<file path="src/rtl/ram_write_sequencer_pkg.sv">
// Shared definitions for the byte-matrix RAM write sequencer.
//   Address map of the 29-entry RAM: A 4x4 at 0-15, B 3x3 at 16-24,
//   C 2x2 at 25-28. Also holds the bus widths and the FSM state encoding.
package ram_write_sequencer_pkg;

    localparam int ADDR_W    = 5;
    localparam int DATA_W    = 8;

    localparam int A_BASE    = 0;
    localparam int B_BASE    = 16;
    localparam int C_BASE    = 25;
    localparam int MEM_DEPTH = 29;

    typedef enum logic [1:0] {
        IDLE   = 2'd0,
        LOAD   = 2'd1,
        COMMIT = 2'd2,
        DONE   = 2'd3
    } state_t;

endpackage

</file>
<file path="src/rtl/ram_write_sequencer_if.sv">
// Bus bundle between the sequencer and its surroundings.
//   master : load requester / stream source / result source / RAM sink
//            (drives requests, stream bytes and results; observes writes)
//   slave  : the sequencer itself
// Signals:
//   load_start, load_base, load_len        load request
//   s_data, s_valid / s_ready              byte stream handshake
//   res_valid, res_c00..res_c11 / res_ready 2x2 result handshake
//   ram_addr, ram_in, ram_en               RAM write port
//   busy, done, err                        status
interface ram_write_sequencer_if;
    import ram_write_sequencer_pkg::*;

    logic              load_start;
    logic [ADDR_W-1:0] load_base;
    logic [ADDR_W-1:0] load_len;

    logic [DATA_W-1:0] s_data;
    logic              s_valid;
    logic              s_ready;

    logic              res_valid;
    logic [DATA_W-1:0] res_c00;
    logic [DATA_W-1:0] res_c01;
    logic [DATA_W-1:0] res_c10;
    logic [DATA_W-1:0] res_c11;
    logic              res_ready;

    logic [ADDR_W-1:0] ram_addr;
    logic [DATA_W-1:0] ram_in;
    logic              ram_en;

    logic              busy;
    logic              done;
    logic              err;

    modport master (
        output load_start, load_base, load_len,
        output s_data, s_valid,
        input  s_ready,
        output res_valid, res_c00, res_c01, res_c10, res_c11,
        input  res_ready,
        input  ram_addr, ram_in, ram_en,
        input  busy, done, err
    );

    modport slave (
        input  load_start, load_base, load_len,
        input  s_data, s_valid,
        output s_ready,
        input  res_valid, res_c00, res_c01, res_c10, res_c11,
        output res_ready,
        output ram_addr, ram_in, ram_en,
        output busy, done, err
    );

endinterface

</file>
<file path="src/rtl/ram_write_sequencer.sv">
// Write-side initiator for the 29-entry byte matrix RAM.
//   - LOAD   : streams load_len bytes into consecutive addresses from
//              load_base; stream bytes pass straight through to the RAM port.
//   - COMMIT : writes a captured 2x2 result to c00..c11 at C_BASE..C_BASE+3.
// Ports:
//   clk  rising-edge clock
//   rst  synchronous reset, active-low
//   bus  ram_write_sequencer_if.slave (requests, stream, result, RAM port,
//        busy/done/err status)
module ram_write_sequencer #(
    parameter int ADDR_W    = ram_write_sequencer_pkg::ADDR_W,
    parameter int DATA_W    = ram_write_sequencer_pkg::DATA_W,
    parameter int MEM_DEPTH = ram_write_sequencer_pkg::MEM_DEPTH,
    parameter int C_BASE    = ram_write_sequencer_pkg::C_BASE
) (
    input  logic                          clk,
    input  logic                          rst,
    ram_write_sequencer_if.slave          bus
);
    import ram_write_sequencer_pkg::*;

    state_t                  state_q, state_d;
    logic [ADDR_W-1:0]       ptr_q, ptr_d;
    logic [ADDR_W-1:0]       cnt_q, cnt_d;
    logic [1:0]              idx_q, idx_d;
    logic [3:0][DATA_W-1:0]  cap_q, cap_d;
    logic                    err_q, err_d;

    logic                    s_ready_c;
    logic                    res_ready_c;
    logic                    ram_en_c;
    logic [ADDR_W-1:0]       ram_addr_c;
    logic [DATA_W-1:0]       ram_in_c;

    // One extra bit so base+len cannot wrap before the depth compare.
    logic [ADDR_W:0]         load_end;
    logic                    load_reject;

    assign load_end    = {1'b0, bus.load_base} + {1'b0, bus.load_len};
    assign load_reject = (bus.load_len == '0) ||
                         (load_end > (ADDR_W+1)'(MEM_DEPTH));

    always_ff @(posedge clk) begin
        if (!rst) begin
            state_q <= IDLE;
            ptr_q   <= '0;
            cnt_q   <= '0;
            idx_q   <= '0;
            cap_q   <= '0;
            err_q   <= 1'b0;
        end else begin
            state_q <= state_d;
            ptr_q   <= ptr_d;
            cnt_q   <= cnt_d;
            idx_q   <= idx_d;
            cap_q   <= cap_d;
            err_q   <= err_d;
        end
    end

    always_comb begin
        state_d     = state_q;
        ptr_d       = ptr_q;
        cnt_d       = cnt_q;
        idx_d       = idx_q;
        cap_d       = cap_q;
        err_d       = 1'b0;
        s_ready_c   = 1'b0;
        res_ready_c = 1'b0;
        ram_en_c    = 1'b0;
        ram_addr_c  = '0;
        ram_in_c    = '0;

        unique case (state_q)
            IDLE: begin
                // A load request takes priority over a pending result.
                if (bus.load_start) begin
                    if (load_reject) begin
                        err_d = 1'b1;
                    end else begin
                        ptr_d   = bus.load_base;
                        cnt_d   = bus.load_len;
                        state_d = LOAD;
                    end
                end else if (bus.res_valid) begin
                    res_ready_c = 1'b1;
                    cap_d       = {bus.res_c11, bus.res_c10, bus.res_c01, bus.res_c00};
                    idx_d       = '0;
                    state_d     = COMMIT;
                end
            end
            LOAD: begin
                s_ready_c  = 1'b1;
                ram_en_c   = bus.s_valid;
                ram_addr_c = ptr_q;
                ram_in_c   = bus.s_data;
                if (bus.s_valid) begin
                    ptr_d = ptr_q + 1'b1;
                    cnt_d = cnt_q - 1'b1;
                    if (cnt_q == ADDR_W'(1)) begin
                        state_d = DONE;
                    end
                end
            end
            COMMIT: begin
                ram_en_c   = 1'b1;
                ram_addr_c = ADDR_W'(C_BASE) + ADDR_W'(idx_q);
                ram_in_c   = cap_q[idx_q];
                idx_d      = idx_q + 1'b1;
                if (idx_q == 2'd3) begin
                    state_d = DONE;
                end
            end
            DONE: begin
                state_d = IDLE;
            end
            default: begin
                state_d = IDLE;
            end
        endcase

        // While reset is asserted nothing may reach the RAM or the handshakes.
        if (!rst) begin
            s_ready_c   = 1'b0;
            res_ready_c = 1'b0;
            ram_en_c    = 1'b0;
            ram_addr_c  = '0;
            ram_in_c    = '0;
        end
    end

    assign bus.s_ready   = s_ready_c;
    assign bus.res_ready = res_ready_c;
    assign bus.ram_en    = ram_en_c;
    assign bus.ram_addr  = ram_addr_c;
    assign bus.ram_in    = ram_in_c;
    assign bus.busy      = rst && (state_q != IDLE);
    assign bus.done      = rst && (state_q == DONE);
    assign bus.err       = err_q;

endmodule

</file>
<file path="src/flat_wrapper.sv">
// flat-port wrapper written by rule: the top's interface ports become plain ports
module ram_write_sequencer_flat import ram_write_sequencer_pkg::*;
#(
    parameter int ADDR_W    = ram_write_sequencer_pkg::ADDR_W,
    parameter int DATA_W    = ram_write_sequencer_pkg::DATA_W,
    parameter int MEM_DEPTH = ram_write_sequencer_pkg::MEM_DEPTH,
    parameter int C_BASE    = ram_write_sequencer_pkg::C_BASE
)
  (clk, rst, bus_load_start, bus_load_base, bus_load_len, bus_s_data, bus_s_valid, bus_s_ready, bus_res_valid, bus_res_c00, bus_res_c01, bus_res_c10, bus_res_c11, bus_res_ready, bus_ram_addr, bus_ram_in, bus_ram_en, bus_busy, bus_done, bus_err);
  ram_write_sequencer_if bus_i ();
  input  logic clk;
  input  logic rst;
  input wire logic [$bits(bus_i.load_start)-1:0] bus_load_start;
  input wire logic [$bits(bus_i.load_base)-1:0] bus_load_base;
  input wire logic [$bits(bus_i.load_len)-1:0] bus_load_len;
  input wire logic [$bits(bus_i.s_data)-1:0] bus_s_data;
  input wire logic [$bits(bus_i.s_valid)-1:0] bus_s_valid;
  output wire logic [$bits(bus_i.s_ready)-1:0] bus_s_ready;
  input wire logic [$bits(bus_i.res_valid)-1:0] bus_res_valid;
  input wire logic [$bits(bus_i.res_c00)-1:0] bus_res_c00;
  input wire logic [$bits(bus_i.res_c01)-1:0] bus_res_c01;
  input wire logic [$bits(bus_i.res_c10)-1:0] bus_res_c10;
  input wire logic [$bits(bus_i.res_c11)-1:0] bus_res_c11;
  output wire logic [$bits(bus_i.res_ready)-1:0] bus_res_ready;
  output wire logic [$bits(bus_i.ram_addr)-1:0] bus_ram_addr;
  output wire logic [$bits(bus_i.ram_in)-1:0] bus_ram_in;
  output wire logic [$bits(bus_i.ram_en)-1:0] bus_ram_en;
  output wire logic [$bits(bus_i.busy)-1:0] bus_busy;
  output wire logic [$bits(bus_i.done)-1:0] bus_done;
  output wire logic [$bits(bus_i.err)-1:0] bus_err;
  assign bus_i.load_start = bus_load_start;
  assign bus_i.load_base = bus_load_base;
  assign bus_i.load_len = bus_load_len;
  assign bus_i.s_data = bus_s_data;
  assign bus_i.s_valid = bus_s_valid;
  assign bus_s_ready = bus_i.s_ready;
  assign bus_i.res_valid = bus_res_valid;
  assign bus_i.res_c00 = bus_res_c00;
  assign bus_i.res_c01 = bus_res_c01;
  assign bus_i.res_c10 = bus_res_c10;
  assign bus_i.res_c11 = bus_res_c11;
  assign bus_res_ready = bus_i.res_ready;
  assign bus_ram_addr = bus_i.ram_addr;
  assign bus_ram_in = bus_i.ram_in;
  assign bus_ram_en = bus_i.ram_en;
  assign bus_busy = bus_i.busy;
  assign bus_done = bus_i.done;
  assign bus_err = bus_i.err;
  ram_write_sequencer #(.ADDR_W(ADDR_W), .DATA_W(DATA_W), .MEM_DEPTH(MEM_DEPTH), .C_BASE(C_BASE)) u_core (.clk(clk), .rst(rst), .bus(bus_i));
endmodule
</file>
<file path="config.mk">
export PLATFORM = sky130hd
export DESIGN_NAME = ram_write_sequencer_flat
export DESIGN_NICKNAME = d
export VERILOG_FILES = /design/src/rtl/ram_write_sequencer_pkg.sv /design/src/rtl/ram_write_sequencer_if.sv /design/src/rtl/ram_write_sequencer.sv /design/src/flat_wrapper.sv
export SDC_FILE = /design/constraint.sdc
export NUM_CORES = 1
export LEC_CHECK = 0
export BUFFER_PORTS_ARGS = -buffer_cell sky130_fd_sc_hd__buf_2
export CORE_UTILIZATION = 30
export DETAILED_ROUTE_END_ITERATION = 8
export HOLD_SLACK_MARGIN = 0.02
export PLACE_DENSITY_LB_ADDON = 0.08
export SETUP_SLACK_MARGIN = 0.05
export SLEW_MARGIN = 10
export SYNTH_ARGS = -nofsm -noshare
export SYNTH_HDL_FRONTEND = slang
export SYNTH_SLANG_ARGS = --single-unit
</file>
<file path="constraint.sdc">
create_clock -name clk -period 3.5 [get_ports clk]
set_input_delay 0.175 -clock clk [delete_from_list [all_inputs] [get_ports clk]]
set_output_delay 0.175 -clock clk [all_outputs]
set_load 0.01 [all_outputs]
</file>
# Word level (Yosys, flattened, before mapping)
# Index checks and enable logic that the tools add are counted.
[totals]
regBits = 47
word_cells = 77
[classes]
n_addsub = 5
order_cmp = 2
eq_ne = 14
n_mux = 33
bitwise = 1
reduce_logical = 13
[op_table]
columns = ["cell", "n"]
rows = [
  ["2-to-1 mux 5 bit", 7],
  ["case mux 5 bit (2 select lines)", 3],
  ["binary-select mux 8 bit (select 2 bit)", 1],
  ["2-to-1 mux 2 bit", 8],
  ["2-to-1 mux 8 bit", 2],
  ["case mux 8 bit (2 select lines)", 1],
  ["!= test 2 bit, second input constant", 5],
  ["AND reduction 3 bit", 3],
  ["2-to-1 mux 1 bit", 8],
  ["case mux 2 bit (4 select lines)", 1],
  ["adder 5 x 5 -> 6 bit", 1],
  ["== test 2 bit, second input constant", 3],
  ["> comparator 6 x 5 -> 1 bit, second input constant", 1],
  ["!= test 3 bit, second input constant", 2],
  ["nonzero test 2 bit", 3],
  ["adder 4 x 3 -> 5 bit, first input constant", 1],
  ["adder 5 x 1 -> 5 bit, second input constant", 1],
  ["== test 5 x 1 -> 1 bit, second input constant", 1],
  ["zero test 5 bit", 1],
  ["AND reduction 5 bit", 1],
  ["subtractor 5 x 1 -> 5 bit, second input constant", 1],
  ["!= test 2 x 1 -> 1 bit, second input constant", 2],
  ["case mux 2 bit (2 select lines)", 1],
  ["AND reduction 4 bit", 1],
  ["other kinds (8)", 9],
]

# Logic depth before layout (Yosys ltp)
[depth]
depth_word = 6
ltp_mapped = 9

# Worst setup path after synthesis
# Ideal clock, no wire load.
[synth_path]
path_type = "input-to-reg"
from = "input bus_load_len[0]"
to = "register u_core.cnt_q[3]"
setup_time_ns = 0.140
arrival_ns = 1.642
slack_ns = 1.718
cell_stages = 9
path_buffers = 1
path_cell_list = "ha_1 > inv_1 > fa_1 > xor2_1 > nor2_1 > and4_4 > buf_6 > a2bb2oi_2 > o211ai_1"
[synth_between]
elab_chain_cells = 5
word_cells_on_any_way = 6
cone_classes = "1 x add/sub; 1 x order compare; 1 x eq/ne; 3 x reduce/logical"
[synth_lines]
columns = ["element", "line_no", "rtl"]
rows = [
  ["start: declaration", "flat_wrapper.sv:15", "input wire logic [$bits(bus_i.load_len)-1:0] bus_load_len;"],
  ["adder 5 x 5 -> 6 bit", "ram_write_sequencer.sv:39", "assign load_end = {1'b0, bus.load_base} + {1'b0, bus.load_len};"],
  ["> comparator 6 x 5 -> 1 bit", "ram_write_sequencer.sv:41", "(load_end > (ADDR_W+1)'(MEM_DEPTH));"],
  ["logical OR 1 bit (*)", "ram_write_sequencer.sv:40", "assign load_reject = (bus.load_len == '0) ||"],
  ["!= test 2 bit (no line) (*)", "--", ""],
  ["AND reduction 4 bit (no line) (*)", "--", ""],
  ["end signal: assignment", "ram_write_sequencer.sv:54", "cnt_q <= cnt_d;"],
  ["end: declaration", "ram_write_sequencer.sv:24", "logic [ADDR_W-1:0] cnt_q, cnt_d;"],
]
# Every way passes the cells marked *; elsewhere a longest branch is shown, timed or not.
# A chain may end at the register's enable or synchronous reset.

# Worst setup path in the final report
[layout_path]
from = "register u_core.state_q[1]"
to = "output bus_ram_addr[4]"
[layout_between]
elab_chain_cells = 3
word_cells_on_any_way = 4
cone_classes = "2 x eq/ne; 2 x mux"
[layout_lines]
columns = ["element", "line_no", "rtl"]
rows = [
  ["start: declaration", "ram_write_sequencer.sv:22", "state_t state_q, state_d;"],
  ["start signal: assignment", "ram_write_sequencer.sv:52", "state_q <= state_d;"],
  ["== test 2 bit / == test 2 x 1 -> 1 bit (equally long branches)", "ram_write_sequencer.sv:74", "unique case (state_q)"],
  ["case mux 5 bit (2 select lines) (*)", "ram_write_sequencer.sv:74", ""],
  ["2-to-1 mux 5 bit (*)", "ram_write_sequencer.sv:123", "if (!rst) begin"],
  ["end: declaration", "flat_wrapper.sv:25", "output wire logic [$bits(bus_i.ram_addr)-1:0] bus_ram_addr;"],
]
# Marked as above.

==> impl_table.tex <==
\begin{tabular}{lr}
\hline
Metric & Value \\
\hline
\multicolumn{2}{l}{\textbf{Outcome}} \\
Run status & finished, final reports clean \\
\multicolumn{2}{l}{\textbf{STA}} \\
Final hold slack & about 0.11 ns \\
Final worst slack & between 1 and 1.5 ns \\
Number of max-slew violations in the final report & 0 \\
Peak clock frequency supported by timing & 0.4175 GHz \\
Worst-case clock skew & 0.003627 ns \\
Unrepaired setup endpoints after global routing & false \\
Period utilization & 68.44\% \\
Max-Slew Margin vs Limit & 51.58\% \\
Summed negative setup slack over all endpoints & 0 ns \\
Final setup fails & 0 \\
Number of hold violations in the final report & 0 \\
Worst-margin pin slew & $\sim$0.73 ns \\
Final period demand of the worst path & 2.395 ns \\
\multicolumn{2}{l}{\textbf{Floorplanning}} \\
Placeable core region & 9284 sq um \\
I/O pin cnt & 74 \\
Die height & between 100 and 150 um \\
Std cell rows & 35 \\
Die area & 10,000 sq um \\
Starting density of the core & 31.04\% \\
Die X & 100.0 um \\
\multicolumn{2}{l}{\textbf{Worst setup path}} \\
Critical path arrival & 2.22 ns \\
Required time of the critical path & $\sim$3.3 ns \\
Launch instance of the worst register-to-register path & u\_core.state\_q[1]\$\_SDFFE\_PN0P\_ \\
Type of element launching the critical path & register \\
Maximum net fanout on the critical path & 15 \\
Worst R2R End & u\_core.ptr\_q[1]\$\_SDFFE\_PN0P\_ \\
Depth of the most critical reg-to-reg path & 7 \\
CP endpoint kind & output pin \\
Kind of critical path & register to output pin \\
Flop2flop setup slack & 1.27 ns \\
\multicolumn{2}{l}{\textbf{Pwr}} \\
Power density over the cells & around 570 nW/um\^{}2 \\
Leakage & between 0.001 and 0.0015 uW \\
Worst supply voltage drop on vdd & between 0.2 and 0.25 mV \\
\multicolumn{2}{l}{\textbf{Synth}} \\
Largest family of logic cells by synthesized area & compound AO/OA/AOI/OAI gates \\
Synthesized instance count & 347 \\
Cell taking the most area after synthesis & dfxtp\_1 \\
Fraction of the mapped netlist area in simple logic gates & 21.97\% \\
Xor/xnor cell area share of the yosys netlist & 0.6079\% \\
Most used flip-flop cell after synthesis & dfxtp\_1 \\
Synth Area per Inst & 8.304 sq um \\
Area fraction in compound gates after synthesis & a little under a quarter \\
Fraction of the mapped netlist area in adder cells & 6.340\% \\
Commonest cells in the netlist & nand2\_1, dfxtp\_1, a21boi\_0 \\
Sequential area share after synthesis & 32.65\% \\
Number of library cell types mapped by synthesis & 52 \\
Leading cell types by total area after synthesis & dfxtp\_1, nand2\_1, a21boi\_0, mux4\_2, ha\_1 \\
Flip-flop and latch count after synthesis & 47 \\
Post-synthesis mux area share & 9.509\% \\
Synthesized area & 2882 sq um \\
Fraction of post-synthesis cell area in the top cell type by area & 32.65\% \\
FFs w/ async S/R, synth & 0\% \\
Number of warnings reported in the yosys synthesis log & 0 \\
Number of enable-type register cells in the synthesized netlist & 0 \\
Most frequent cell after synthesis & nand2\_1 \\
Synth Net Count & 416 \\
\multicolumn{2}{l}{\textbf{Hold path}} \\
Hold path startpoint & bus\_res\_c11[6] \\
Endpoint, Worst Hold & u\_core.cap\_q[30]\$\_SDFFE\_PN0P\_ \\
Hold path cells & 3 \\
Path category of the worst min-delay check & primary input to register \\
\multicolumn{2}{l}{\textbf{Route}} \\
Post-DRT Antenna Nets & 0 \\
Via density & 4.985 \\
Highest routed layer & met4 \\
M1 wire length & 4.336 mm \\
Number of remaining DRC errors & 0 \\
Via count & 2,677 \\
Routed wire length & about 8.4 mm \\
Length of the first detailed-routing pass in iterations & 6 \\
Initial DRC count & approximately 140 \\
Wire length on met3 & between 300 and 400 um \\
Detailed-route wire length per cell & 15.60 um \\
Met2 Routed Length & 3.651 mm \\
\multicolumn{2}{l}{\textbf{GRT}} \\
Overall global routing resource usage & 17.80\% \\
Maximum number of pins on one net before global-route repair & 45 \\
Via count of the first global-routing pass & 2,603 \\
Initial antenna violation count & 0 \\
Sum of overflow across all layers after global routing & 0 \\
Global-route wire length before repair & 13.88 mm \\
\multicolumn{2}{l}{\textbf{Clocking}} \\
Clock tree from TritonCTS & yes \\
Buffer depth of the longest clock path & 2 \\
Resized cells post-CTS & 0 \\
Post-CTS clock slew at the launch and capture registers of the worst setup and hold paths & 0.09 ns \\
Hold buffer count at CTS & 0 \\
Sink count of the clock tree & 47 \\
Total clock buffers created by CTS & 5 \\
Post-CTS Setup Inserts & 0 \\
Source-to-sink clock delay at the later pin of the worst-skew pair & 0.30 ns \\
Root Driver & clkbuf\_8 \\
Deepest level of the CTS H-tree & 2 \\
\multicolumn{2}{l}{\textbf{Final layout}} \\
Number of cells in the finished layout apart from fillers & 537 \\
Final Net Count & 477 \\
Number of antenna repair diodes & 0 \\
Reg area & 940.9 sq um \\
Area overhead of the layout relative to synthesis & 19.71\% \\
Filler cell count in the final layout & about 1,000 \\
Footprint of the multi-input gates & 1793 sq um \\
Layout cells sized above 1 & 25.98\% \\
\multicolumn{2}{l}{\textbf{Placement}} \\
Placed wire-length estimate & a little over 6 mm \\
Number of placed instances, taps included & 530 \\
Global placement routability congestion & 0.8358 \\
Worst setup timing slack at the placement stage & between 1 and 1.5 ns \\
Port Buffers & 73 \\
\multicolumn{2}{l}{\textbf{Job}} \\
Total of max-cap violations & 0 \\
\hline
\end{tabular}
[cells in the final DEF (no fill, tap or decap), types with 8 or more instances in the layout]
| cell type | instances |
|---|---|
| nand3_1 | 8 |
| mux4_2 | 8 |
| a21oi_1 | 9 |
| dfxtp_1 | 47 |
| nor2_1 | 22 |
| buf_2 | 73 |
| nand2_1 | 84 |
| ha_1 | 13 |
| inv_1 | 14 |
| a21boi_0 | 32 |
| a22oi_1 | 11 |
[state kept, by name, summed over array words and instances, names as in the netlist]
register	count
u_core.bus.err	1
u_core.cap_q	32
u_core.cnt_q	5
u_core.idx_q	2
u_core.ptr_q	5
u_core.state_q	2
[final cells by class]
type / instances / area share [%]
Clock buffer: 5 / 1.995
Multi-Input combinational cell: 263 / 51.98
Clock inverter: 2 / 1.088
Sequential cell: 47 / 27.28
Inverter: 14 / 1.523
Timing Repair Buffer: 77 / 11.46
Tap cell: 129 / 4.679
[cell families (layout without fill, tap and decap cells)]
kind of cell | Yosys count | in the layout
AND/OR/NAND/NOR | 143 | 143
AO/OA/AOI/OAI | 87 | 87
flip-flops | 47 | 47
buffers and inverters | 37 | 98
multiplexers | 17 | 17
adder cells (fa/ha/maj) | 14 | 14
XOR/XNOR | 2 | 2
[layer usage]
| metal | vias up | track usage, % |
|---|---|---|
| met5 | - | 0 |
| met4 | 0 | 3.679 |
| met3 | 5 | 2.716 |
| met2 | 52 | 27.00 |
| met1 | 1271 | 26.62 |
| li1 | 1349 | - |
[stage by stage]
stage          area [sq um]  power (uW)  utilization (%)
2_1_floorplan          2882        1326                -
3_3_place_gp           3343        1577            36.01
3_5_place_dp           3343        1587            36.01
4_1_cts                3450        2003            37.16
5_1_grt                3450        2135            37.16
6_report               3450        1973            37.16
[worst max path at each step]
stage / startpoint / endpoint / depth (start not counted)
floorplan: bus_load_len[0] / u_core.cnt_q[3]$_SDFFE_PN0P_ / 9
global placement: bus_load_len[0] / u_core.cnt_q[3]$_SDFFE_PN0P_ / 9
detailed placement: u_core.state_q[1]$_SDFFE_PN0P_ / u_core.ptr_q[1]$_SDFFE_PN0P_ / 7
CTS: u_core.state_q[1]$_SDFFE_PN0P_ / bus_ram_addr[4] / 7
global route: u_core.state_q[1]$_SDFFE_PN0P_ / bus_ram_addr[4] / 7
finish: u_core.state_q[1]$_SDFFE_PN0P_ / bus_ram_addr[4] / 7
[worst max-delay path, cell delays in order (launching register included)]
cell	delay (ns)
dfxtp_1	0.34
inv_1	0.08
ha_1	0.53
buf_4	0.31
buf_4	0.23
a21oi_1	0.09
nor2_1	0.17
buf_2	0.16
[power by group]
| group | total (uW) | internal [uW] | switching, uW |
|---|---|---|---|
| Sequential | 722 | 628 | 94.1 |
| Combinational | 848 | 337 | 511 |
| Clock | 403 | 209 | 194 |
| Total | 1970 | 1170 | 799 |
Power figures use the tool's default switching activity.
